File: src/rtl/memory_arbiter_pkg.sv
// rtl/memory_arbiter_pkg.sv - shared state encodings and port IDs for the memory arbiter
package memory_arbiter_pkg;

  // FSM state encodings
  localparam logic [1:0] ST_IDLE  = 2'd0;
  localparam logic [1:0] ST_ISSUE = 2'd1;
  localparam logic [1:0] ST_WAIT  = 2'd2;

  // Requester port IDs: p0 = instruction cache, p1 = data cache
  localparam logic P0 = 1'b0;
  localparam logic P1 = 1'b1;

  localparam int NUM_PORTS = 2;

  // One-hot grant vector for a port index
  function automatic logic [NUM_PORTS-1:0] port_onehot(input logic idx);
    return idx ? 2'b10 : 2'b01;
  endfunction

endpackage

File: src/rtl/memory_arbiter_rr_picker.sv
// rtl/memory_arbiter_rr_picker.sv - combinational 2-input round-robin selector
module rr_picker
  import memory_arbiter_pkg::*;
(
  input  logic [1:0] valid,
  input  logic       last_grant,
  output logic [1:0] grant,
  output logic       grant_idx
);

  // On a tie the port that did not win last time goes first; a lone requester always wins.
  always_comb begin
    grant_idx = P0;
    grant     = 2'b00;
    if (&valid) begin
      grant_idx = ~last_grant;
    end else if (valid[1]) begin
      grant_idx = P1;
    end else begin
      grant_idx = P0;
    end
    if (|valid) begin
      grant = port_onehot(grant_idx);
    end
  end

endmodule

File: src/rtl/memory_arbiter.sv
// rtl/memory_arbiter.sv - two-port round-robin arbiter onto a single-outstanding memory port
module memory_arbiter
  import memory_arbiter_pkg::*;
#(
  parameter int ADDR_W = 32,
  parameter int LINE_W = 128,
  parameter int CNT_W  = 16
) (
  input  logic              clk,
  input  logic              reset,

  // p0: instruction cache
  input  logic              p0_req_valid,
  output logic              p0_req_ready,
  input  logic              p0_req_write,
  input  logic [ADDR_W-1:0] p0_req_addr,
  input  logic [LINE_W-1:0] p0_req_wdata,
  output logic              p0_resp_valid,
  output logic [LINE_W-1:0] p0_resp_rdata,

  // p1: data cache
  input  logic              p1_req_valid,
  output logic              p1_req_ready,
  input  logic              p1_req_write,
  input  logic [ADDR_W-1:0] p1_req_addr,
  input  logic [LINE_W-1:0] p1_req_wdata,
  output logic              p1_resp_valid,
  output logic [LINE_W-1:0] p1_resp_rdata,

  // memory side
  output logic              mem_req_valid,
  input  logic              mem_req_ready,
  output logic              mem_req_write,
  output logic [ADDR_W-1:0] mem_req_addr,
  output logic [LINE_W-1:0] mem_req_wdata,
  input  logic              mem_resp_valid,
  input  logic [LINE_W-1:0] mem_resp_rdata,

  // status
  output logic              busy,
  output logic              proto_err,
  output logic [CNT_W-1:0]  p0_grant_cnt,
  output logic [CNT_W-1:0]  p1_grant_cnt
);

  logic [1:0]        state_q;
  logic              last_grant_q;
  logic              owner_q;
  logic              write_q;
  logic [ADDR_W-1:0] addr_q;
  logic [LINE_W-1:0] wdata_q;
  logic [CNT_W-1:0]  p0_cnt_q;
  logic [CNT_W-1:0]  p1_cnt_q;
  logic              proto_err_q;

  logic [1:0]        req_valid;
  logic [1:0]        grant;
  logic              grant_idx;
  logic              in_idle;
  logic              accept;
  logic              resp_fire;
  logic              sel_write;
  logic [ADDR_W-1:0] sel_addr;
  logic [LINE_W-1:0] sel_wdata;

  assign req_valid = {p1_req_valid, p0_req_valid};

  rr_picker u_picker (
    .valid      (req_valid),
    .last_grant (last_grant_q),
    .grant      (grant),
    .grant_idx  (grant_idx)
  );

  // Ready only toward the winner and only while idle; reset masks every handshake.
  assign in_idle      = (state_q == ST_IDLE) && !reset;
  assign p0_req_ready = in_idle && grant[0];
  assign p1_req_ready = in_idle && grant[1];
  assign accept       = in_idle && (|grant);

  // Request fields of whichever port is being granted this cycle
  assign sel_write = (grant_idx == P1) ? p1_req_write : p0_req_write;
  assign sel_addr  = (grant_idx == P1) ? p1_req_addr  : p0_req_addr;
  assign sel_wdata = (grant_idx == P1) ? p1_req_wdata : p0_req_wdata;

  // The memory only ever sees the latched copy, so it stays stable through back-pressure.
  assign mem_req_valid = (state_q == ST_ISSUE) && !reset;
  assign mem_req_write = write_q;
  assign mem_req_addr  = addr_q;
  assign mem_req_wdata = wdata_q;

  // A response is only routed while a transaction is outstanding, and only to its owner.
  assign resp_fire     = (state_q == ST_WAIT) && mem_resp_valid && !reset;
  assign p0_resp_valid = resp_fire && (owner_q == P0);
  assign p1_resp_valid = resp_fire && (owner_q == P1);
  assign p0_resp_rdata = p0_resp_valid ? mem_resp_rdata : '0;
  assign p1_resp_rdata = p1_resp_valid ? mem_resp_rdata : '0;

  assign busy         = (state_q == ST_ISSUE) || (state_q == ST_WAIT);
  assign proto_err    = proto_err_q;
  assign p0_grant_cnt = p0_cnt_q;
  assign p1_grant_cnt = p1_cnt_q;

  // Transaction FSM: latch the winner on accept, hold it through issue, release on response.
  always_ff @(posedge clk) begin
    if (reset) begin
      state_q      <= ST_IDLE;
      last_grant_q <= P1;
      owner_q      <= P0;
      write_q      <= 1'b0;
      addr_q       <= '0;
      wdata_q      <= '0;
    end else begin
      case (state_q)
        ST_IDLE: begin
          if (accept) begin
            owner_q <= grant_idx;
            write_q <= sel_write;
            addr_q  <= sel_addr;
            wdata_q <= sel_wdata;
            state_q <= ST_ISSUE;
          end
        end
        ST_ISSUE: begin
          if (mem_req_ready) begin
            state_q <= ST_WAIT;
          end
        end
        ST_WAIT: begin
          if (mem_resp_valid) begin
            last_grant_q <= owner_q;
            state_q      <= ST_IDLE;
          end
        end
        default: begin
          state_q <= ST_IDLE;
        end
      endcase
    end
  end

  // Per-port grant counters, saturating so a long run never wraps back to a small value.
  always_ff @(posedge clk) begin
    if (reset) begin
      p0_cnt_q <= '0;
      p1_cnt_q <= '0;
    end else if (accept) begin
      if (grant_idx == P0) begin
        if (p0_cnt_q != {CNT_W{1'b1}}) begin
          p0_cnt_q <= p0_cnt_q + 1'b1;
        end
      end else begin
        if (p1_cnt_q != {CNT_W{1'b1}}) begin
          p1_cnt_q <= p1_cnt_q + 1'b1;
        end
      end
    end
  end

  // Sticky flag for a memory response that arrives when nothing is outstanding.
  always_ff @(posedge clk) begin
    if (reset) begin
      proto_err_q <= 1'b0;
    end else if (mem_resp_valid && (state_q != ST_WAIT)) begin
      proto_err_q <= 1'b1;
    end
  end

endmodule

File: config.mk
export PLATFORM = sky130hd
export DESIGN_NAME = memory_arbiter
export DESIGN_NICKNAME = d
export VERILOG_FILES = /design/src/rtl/memory_arbiter_pkg.sv /design/src/rtl/memory_arbiter_rr_picker.sv /design/src/rtl/memory_arbiter.sv
export SDC_FILE = /design/constraint.sdc
export NUM_CORES = 1
export LEC_CHECK = 0
export BUFFER_PORTS_ARGS = -buffer_cell sky130_fd_sc_hd__buf_2
export CORE_AREA = 2 2 355 357
export CTS_CLUSTER_DIAMETER = 40
export DETAILED_ROUTE_END_ITERATION = 8
export DIE_AREA = 0 0 357 359
export GPL_TIMING_DRIVEN = 0
export PLACE_DENSITY_LB_ADDON = 0.12
export SLEW_MARGIN = 40
export SYNTH_ARGS = -nofsm -noshare
export SYNTH_HDL_FRONTEND = slang
export SYNTH_SLANG_ARGS = --single-unit
File: constraint.sdc
create_clock -name clk -period 3.6 [get_ports clk]
set_input_delay 0.54 -clock clk [delete_from_list [all_inputs] [get_ports clk]]
set_output_delay 0.54 -clock clk [all_outputs]
set_load 0.05 [all_outputs]
==> metrics.txt, run 1 <==
# TYPE chip_impl_metric gauge
chip_impl_metric{name="vdd.ir_drop.worst",unit="mV"} 0.384
chip_impl_metric{name="core-area",unit="mm^2"} 0.125
chip_impl_metric{name="synthArstFlopShare",unit="%"} 0
chip_impl_metric{name="finalCriticalPeriod",unit="ns"} 3.39
chip_impl_metric{name="yosysSeqAreaShare",unit="%"} 40.2
chip_impl_info{name="grt_setup_unrepaired",value="no"} 1
chip_impl_metric{name="cap_viol_max_count",unit=""} 0
chip_impl_metric{name="io_pins",unit=""} 912
chip_impl_metric{name="timing.max_slew.rel_slack",unit="%"} 42.5
chip_impl_info{name="critPathKind",value="flop to output port"} 1
chip_impl_metric{name="drive_gt1_share",unit="%"} 49.7
chip_impl_metric{name="final.setup.worst_slack",unit="ns"} 0.207
chip_impl_metric{name="clock.fmax",unit="MHz"} 295
chip_impl_metric{name="synth_cells",unit=""} 1201
chip_impl_metric{name="gp_routability_congestion",unit=""} 1.08
chip_impl_metric{name="drt.antenna.violating_nets",unit=""} 0
chip_impl_metric{name="synthDominantCellAreaShare",unit="%"} 40.2
chip_impl_info{name="hold_path_class",value="primary input to flop"} 1
chip_impl_metric{name="grt_antenna_before_repair",unit=""} 28
chip_impl_metric{name="drt_pass1_iterations",unit=""} 9
chip_impl_info{name="setup.worst_path.start_class",value="flop"} 1
chip_impl_info{name="endpoint_kind",value="output port"} 1
chip_impl_metric{name="power-per-cell-area",unit="mW/mm^2"} 481
chip_impl_metric{name="worst-endpoint-required",unit="ns"} 3.06
chip_impl_metric{name="die_footprint",unit="mm^2"} 0.128
chip_impl_metric{name="rows",unit=""} 130
chip_impl_metric{name="syn2layout_area_growth",unit="%"} 75.3
chip_impl_info{name="final_cell_mix",value="sky130_fd_sc_hd__buf_2, sky130_fd_sc_hd__and2_1, sky130_fd_sc_hd__dfxtp_1"} 1
chip_impl_metric{name="clock_sink_count",unit=""} 198
chip_impl_metric{name="timing.clock.skew",unit="ns"} 0.0171
chip_impl_metric{name="post_synthesis_cell_area",unit="mm^2"} 0.00987
chip_impl_metric{name="worst_skew_pair.late_latency",unit="ns"} 0.52
chip_impl_metric{name="unique_cell_type_count_in_the_yosys_netlist",unit=""} 47
chip_impl_info{name="synth_top_area_cell",value="sky130_fd_sc_hd__dfxtp_1"} 1
chip_impl_metric{name="placement.io_buffers",unit=""} 911
chip_impl_metric{name="vias_per_cell",unit=""} 3.62
chip_impl_metric{name="yosys_register_bits",unit=""} 198
chip_impl_metric{name="die_x",unit="um"} 357
chip_impl_metric{name="floorplan.initialDensity",unit="%"} 7.92
chip_impl_metric{name="ctsHoldBuffers",unit=""} 0
chip_impl_metric{name="drt_iter0_markers",unit=""} 1308
chip_impl_metric{name="routedWlPerCell",unit="um"} 25.7
chip_impl_metric{name="drc",unit=""} 0
chip_impl_info{name="status",value="finished clean"} 1
chip_impl_info{name="cts_tree",value="built"} 1
chip_impl_metric{name="synth-edff-count",unit=""} 0
chip_impl_metric{name="final-max-slew-violation-count",unit=""} 0
chip_impl_metric{name="avgSynthCellArea",unit="um^2"} 8.22
chip_impl_metric{name="dp_hpwl",unit="um"} 85100
chip_impl_metric{name="final_hold_violation_count",unit=""} 0
chip_impl_metric{name="final.setup.tns",unit="ns"} 0
chip_impl_metric{name="report.power.total",unit="mW"} 8.31
chip_impl_metric{name="min_period_over_period",unit="%"} 94.2
chip_impl_metric{name="num_cts_buffers",unit=""} 17
chip_impl_metric{name="clkTransAtPathRegs",unit="ns"} 0.09
chip_impl_info{name="synthTopCellsByArea",value="sky130_fd_sc_hd__dfxtp_1, sky130_fd_sc_hd__and2_1, sky130_fd_sc_hd__a222oi_1, sky130_fd_sc_hd__a31o_2, sky130_fd_sc_hd__nand2_1"} 1
chip_impl_metric{name="vias",unit=""} 13800
chip_impl_metric{name="p_leak",unit="nW"} 8.52
chip_impl_metric{name="grt_start_max_net_pins",unit=""} 20
chip_impl_metric{name="detailedPlace.worstSlack",unit="ns"} -0.826
chip_impl_metric{name="cts_max_level",unit=""} 4
chip_impl_metric{name="final-setup-viol-count",unit=""} 0
chip_impl_metric{name="overall_overflow_remaining_after_global_route",unit=""} 0
chip_impl_metric{name="worstPathArrival",unit="ns"} 2.85
chip_impl_metric{name="grt_util_all_layers",unit="%"} 14.8
chip_impl_metric{name="grt_pass1_vias",unit=""} 14000
chip_impl_metric{name="synth-warning-count",unit=""} 0
chip_impl_metric{name="worstMarginPinSlew",unit="ns"} 0.862
chip_impl_info{name="clockRootBuffer",value="sky130_fd_sc_hd__clkbuf_16"} 1
chip_impl_metric{name="routed_wirelength",unit="um"} 97800
chip_impl_metric{name="synthesized_net_count",unit=""} 1664
chip_impl_metric{name="layout.core_utilization",unit="%"} 13.9
chip_impl_metric{name="chipHeight",unit="um"} 359
chip_impl_info{name="most_common_cell_after_layout_fill_and_taps_aside",value="sky130_fd_sc_hd__buf_2"} 1
chip_impl_metric{name="cp_max_fo",unit=""} 10
chip_impl_metric{name="nNetsFinal",unit=""} 2595
chip_impl_metric{name="grt_first_pass_wirelength",unit="um"} 128000
chip_impl_info{name="yosys_most_used_dff",value="sky130_fd_sc_hd__dfxtp_1"} 1
chip_impl_metric{name="cts-root-to-sink-buffers",unit=""} 2
-- power breakdown --
part | internal, mW | leakage (nW) | switching, mW
Combinational | 0.922 | 6.61 | 2.60
Clock | 0.958 | 0.285 | 1.13
Sequential | 2.51 | 1.62 | 0.190
Total | 4.39 | 8.52 | 3.92
-- area by class of cell --
| type | instances | area (um^2) |
|---|---|---|
| well taps | 1650 | 2060 |
| diodes | 10 | 25.0 |
| plain buffers | 114 | 495 |
| repair buffers | 914 | 4660 |
| clock inverters | 13 | 133 |
| clock buffers | 19 | 453 |
| flip-flops and latches | 198 | 3960 |
| inverters | 11 | 46.3 |
| fillers | 14600 | 107000 |
| multi-input cells | 876 | 5460 |
-- per-layer routing --
metal  track usage, %  up-vias  wire (um)
met3             3.55      118       5850
met1             16.1     6799      37100
met4             6.17       20       4050
met2             26.9      623      50700
li1                 -     6220          -
met5                0        -        121
-- flip-flops by register name, summed over array words and instances (netlist names) --
signal,flops
last_grant_q,1
mem_req_addr,32
mem_req_wdata,128
mem_req_write,1
owner_q,1
p0_grant_cnt,16
p1_grant_cnt,16
proto_err,1
state_q,2
-- path summary, 6_finish.rpt --
path              depth (start not counted)             start  slack, ns                end
setup / recovery                          8        state_q[0]       0.21  p1_resp_rdata[99]
hold / removal                            3  p1_req_wdata[82]       0.27  mem_req_wdata[82]
setup reg to reg                          9        state_q[1]       0.42  mem_req_wdata[86]
hold reg to reg                           2         proto_err       0.48          proto_err
-- cells by family (layout without fill, tap and decap cells) --
kind of cell	Yosys count	after routing	synth area share [%]
and+or+nand+nor	574	574	30.5
AOI/OAI and AO/OA	292	292	23.2
DFF	198	198	40.2
buffers and inverters	127	1071	4.94
adders and majority gates	7	7	0.887
muxes	3	3	0.317
other	0	10	0
-- per-stage QoR --
stage	cell area [um^2]	std cells	hold slack (ns)
4_1_cts	17200	3796	0.213
6_report	17300	3805	0.273
2_1_floorplan	9870	1201	0.470
3_5_place_dp	16600	3764	0.466
5_1_grt	17300	3795	0.237
3_3_place_gp	16500	3762	0.463
-- cells in the mapped netlist (7+ instances only) --
| cell | count |
|---|---|
| sky130_fd_sc_hd__and2_1 | 257 |
| sky130_fd_sc_hd__dfxtp_1 | 198 |
| sky130_fd_sc_hd__nand2_1 | 134 |
| sky130_fd_sc_hd__nor2_1 | 108 |
| sky130_fd_sc_hd__a222oi_1 | 102 |
| sky130_fd_sc_hd__clkbuf_1 | 91 |
| sky130_fd_sc_hd__a21oi_1 | 85 |
| sky130_fd_sc_hd__a31o_2 | 60 |
| sky130_fd_sc_hd__buf_1 | 16 |
| sky130_fd_sc_hd__nand3_1 | 15 |
| sky130_fd_sc_hd__o21ai_0 | 14 |
| sky130_fd_sc_hd__or4_1 | 13 |
| sky130_fd_sc_hd__o31ai_1 | 12 |
| sky130_fd_sc_hd__nand4_1 | 11 |
| sky130_fd_sc_hd__buf_2 | 9 |
| sky130_fd_sc_hd__inv_1 | 8 |
| sky130_fd_sc_hd__or3_1 | 8 |
| sky130_fd_sc_hd__ha_1 | 7 |
-- critical path: stages (launching register included) --
cell and delay [ns]:
sky130_fd_sc_hd__dfxtp_1 0.34, sky130_fd_sc_hd__inv_1 0.11, sky130_fd_sc_hd__ha_1 0.24, sky130_fd_sc_hd__nand2_1 0.20, sky130_fd_sc_hd__nor2_4 0.26, sky130_fd_sc_hd__clkbuf_8 0.29, sky130_fd_sc_hd__clkbuf_2 0.28, sky130_fd_sc_hd__and2_1 0.19
sky130_fd_sc_hd__buf_2 0.38
-- what timing repair did --
action / 4_1_cts / 5_1_grt
buffers inserted: 1 / 0
pin swaps: 1 / 0
gates cloned: 0 / 0
endpoints found under the setup margin: 239 / 103
gates resized for setup: 24 / 34
Power figures use the tool's default switching activity.
==> run 2: changes to the inputs <==
==> constraint.sdc (replaced) <==
create_clock -name clk -period 3.6 [get_ports clk]
set_input_delay 0.72 -clock clk [delete_from_list [all_inputs] [get_ports clk]]
set_output_delay 0.72 -clock clk [all_outputs]
set_load 0.05 [all_outputs]
==> run 2 against run 1 <==
Maximum frequency is 1.6% lower; critical endpoint is now p1_resp_rdata[9]; first-iteration DRC count is 3.9% lower; largest cell class unchanged; die area stayed put; highest routed layer unchanged.
==> metrics.txt, run 2 (synthesis gave the netlist of run 1 again) <==
# TYPE chip_impl_metric gauge
chip_impl_metric{name="core-area",unit="mm^2"} 0.125
chip_impl_metric{name="pwr-share-clk",unit="%"} 25.1
chip_impl_metric{name="grt_pass1_vias",unit=""} 14000
chip_impl_metric{name="final_design_area_no_fill",unit="mm^2"} 0.0174
chip_impl_metric{name="routed_wirelength",unit="um"} 97800
chip_impl_metric{name="ctsHoldBuffers",unit=""} 0
chip_impl_metric{name="grt_util_all_layers",unit="%"} 14.8
chip_impl_info{name="status",value="finished clean"} 1
chip_impl_metric{name="nNetsFinal",unit=""} 2595
chip_impl_metric{name="drt_iter0_markers",unit=""} 1257
chip_impl_metric{name="p_seq_share",unit="%"} 32.5
chip_impl_metric{name="io_pins",unit=""} 912
chip_impl_metric{name="drive_gt1_share",unit="%"} 49.9
chip_impl_metric{name="gp_routability_congestion",unit=""} 1.08
chip_impl_metric{name="largest_register_ff_count",unit=""} 128
chip_impl_metric{name="drt_pass1_iterations",unit=""} 8
chip_impl_metric{name="worst_skew_pair.late_latency",unit="ns"} 0.52
chip_impl_metric{name="timing.clock.skew",unit="ns"} 0.0183
chip_impl_metric{name="finalCriticalPeriod",unit="ns"} 3.45
chip_impl_metric{name="grt_first_pass_wirelength",unit="um"} 127000
chip_impl_metric{name="power_frac_comb",unit="%"} 42.4
chip_impl_metric{name="p_int",unit="mW"} 4.40
chip_impl_metric{name="clock_sink_count",unit=""} 198
chip_impl_metric{name="overall_overflow_remaining_after_global_route",unit=""} 0
chip_impl_metric{name="drc",unit=""} 0
chip_impl_metric{name="timing.max_slew.rel_slack",unit="%"} 47.0
chip_impl_metric{name="detailedPlace.worstSlack",unit="ns"} -1.19
chip_impl_metric{name="syn2layout_area_growth",unit="%"} 76.2
chip_impl_metric{name="worstPathArrival",unit="ns"} 2.73
chip_impl_metric{name="net-switching-power",unit="mW"} 3.92
chip_impl_metric{name="min_period_over_period",unit="%"} 95.7
chip_impl_info{name="critPathKind",value="flop to output port"} 1
chip_impl_metric{name="placement.io_buffers",unit=""} 911
chip_impl_info{name="endpoint_kind",value="output port"} 1
chip_impl_metric{name="final.setup.tns",unit="ns"} 0
chip_impl_metric{name="grt_start_max_net_pins",unit=""} 20
chip_impl_metric{name="register_to_register_setup_slack",unit="ns"} 0.43
chip_impl_metric{name="final-setup-viol-count",unit=""} 0
chip_impl_metric{name="final.setup.worst_slack",unit="ns"} 0.153
chip_impl_metric{name="cts_max_level",unit=""} 4
chip_impl_info{name="critical-path-top-delay-family",value="buffers and inverters"} 1
chip_impl_metric{name="p_leak",unit="nW"} 8.53
chip_impl_info{name="final_cell_mix",value="sky130_fd_sc_hd__buf_2, sky130_fd_sc_hd__and2_1, sky130_fd_sc_hd__dfxtp_1"} 1
chip_impl_metric{name="place_area",unit="mm^2"} 0.0166
chip_impl_info{name="cp_cell_sequence",value="inv_1, ha_1, nand2_2, nor2_4, clkbuf_16, clkbuf_2, and2_2, buf_2"} 1
chip_impl_metric{name="worstMarginPinSlew",unit="ns"} 0.795
chip_impl_metric{name="clock.fmax",unit="MHz"} 290
chip_impl_metric{name="final-max-slew-violation-count",unit=""} 0
chip_impl_metric{name="worst-path-stages",unit=""} 8
chip_impl_metric{name="drt.antenna.violating_nets",unit=""} 0
chip_impl_metric{name="worst-endpoint-required",unit="ns"} 2.88
chip_impl_metric{name="hold-path-cell-count",unit=""} 3
chip_impl_info{name="cts_tree",value="built"} 1
chip_impl_metric{name="r2r_cells",unit=""} 9
chip_impl_info{name="clockRootBuffer",value="sky130_fd_sc_hd__clkbuf_16"} 1
chip_impl_metric{name="clkTransAtPathRegs",unit="ns"} 0.10
chip_impl_metric{name="num_cts_buffers",unit=""} 17
chip_impl_info{name="most_common_cell_after_layout_fill_and_taps_aside",value="sky130_fd_sc_hd__buf_2"} 1
chip_impl_metric{name="vias_per_cell",unit=""} 3.62
chip_impl_metric{name="chipHeight",unit="um"} 359
chip_impl_metric{name="crit_path_max_incr_delay",unit="ns"} 0.34
chip_impl_metric{name="dp_hpwl",unit="um"} 85100
chip_impl_metric{name="die_x",unit="um"} 357
chip_impl_info{name="hold_path_class",value="primary input to flop"} 1
chip_impl_info{name="setup.worst_path.start_class",value="flop"} 1
chip_impl_metric{name="grt_antenna_before_repair",unit=""} 29
chip_impl_metric{name="worst-path-buf-inv",unit=""} 4
chip_impl_metric{name="final_hold_violation_count",unit=""} 0
chip_impl_metric{name="routedWlPerCell",unit="um"} 25.7
chip_impl_metric{name="sw_frac_of_total",unit="%"} 47.2
chip_impl_info{name="timing.critical_path.slowest_stage_cell",value="sky130_fd_sc_hd__dfxtp_1"} 1
chip_impl_metric{name="cap_viol_max_count",unit=""} 0
chip_impl_metric{name="die_footprint",unit="mm^2"} 0.128
chip_impl_metric{name="vdd.ir_drop.worst",unit="mV"} 0.383
chip_impl_metric{name="floorplan.initialDensity",unit="%"} 7.92
chip_impl_metric{name="rows",unit=""} 130
chip_impl_metric{name="cts-root-to-sink-buffers",unit=""} 2
chip_impl_metric{name="cp_max_fo",unit=""} 10
chip_impl_metric{name="vias",unit=""} 13800
chip_impl_metric{name="power-per-cell-area",unit="mW/mm^2"} 478
## run 2: worst paths after layout
path	end	startpoint
worst max register to register	mem_req_wdata[91]	state_q[1]
worst min register to register	proto_err	proto_err
worst max-delay path	p1_resp_rdata[9]	state_q[0]
worst min-delay path	mem_req_wdata[18]	p1_req_wdata[18]
## run 2: cell type report
class                      count  area (um^2)
antenna                        9         22.5
buffer                       114          520
clock buffer                  19          453
clock inverter                13          133
fill                       14600       107000
inverter                      11         46.3
multi-input combinational    876         5470
sequential                   198         3960
tap                         1650         2060
timing repair buffer         914         4720
## run 2: power groups by stage
stage	registers, mW	clock network [mW]	logic, mW
2_1_floorplan	3.79	0	1.10
3_3_place_gp	2.75	0	3.54
3_5_place_dp	2.75	0	3.57
4_1_cts	2.70	2.24	3.59
5_1_grt	2.74	2.30	3.73
6_report	2.70	2.09	3.53
## run 2: metrics by stage
step / utilization [%] / total power [mW] / hold slack, ns / std cells
4_1_cts: 13.9 / 8.53 / 0.393 / 3796
3_5_place_dp: 13.3 / 6.32 / 0.466 / 3764
2_1_floorplan: - / 4.90 / 0.470 / 1201
5_1_grt: 13.9 / 8.78 / 0.417 / 3796
3_3_place_gp: 13.2 / 6.28 / 0.463 / 3762
6_report: 14.0 / 8.32 / 0.453 / 3804
## run 2: worst min-delay path, delay by kind of cell
kind,cells,cell delay (ns)
buffers and inverters,1,0.08
and+or+nand+nor,1,0.08
AOI/OAI and AO/OA,1,0.07
## run 2: per-layer routing
layer / wire length, um / GRT usage [%] / part of all wire, % / vias to the layer above
met2: 50600 / 26.8 / 52 / 607
li1: - / - / - / 6215
met1: 37200 / 16.1 / 38 / 6810
met4: 4110 / 6.31 / 4.2 / 22
met3: 5740 / 3.64 / 5.9 / 116
met5: 130 / 0 / 0.13 / -
## run 2: repair_timing
item | CTS | global route
pin swaps | 1 | 1
endpoints found under the setup margin | 259 | 201
gates cloned | 0 | 0
resized for setup | 60 | 32
buffers inserted | 1 | 0
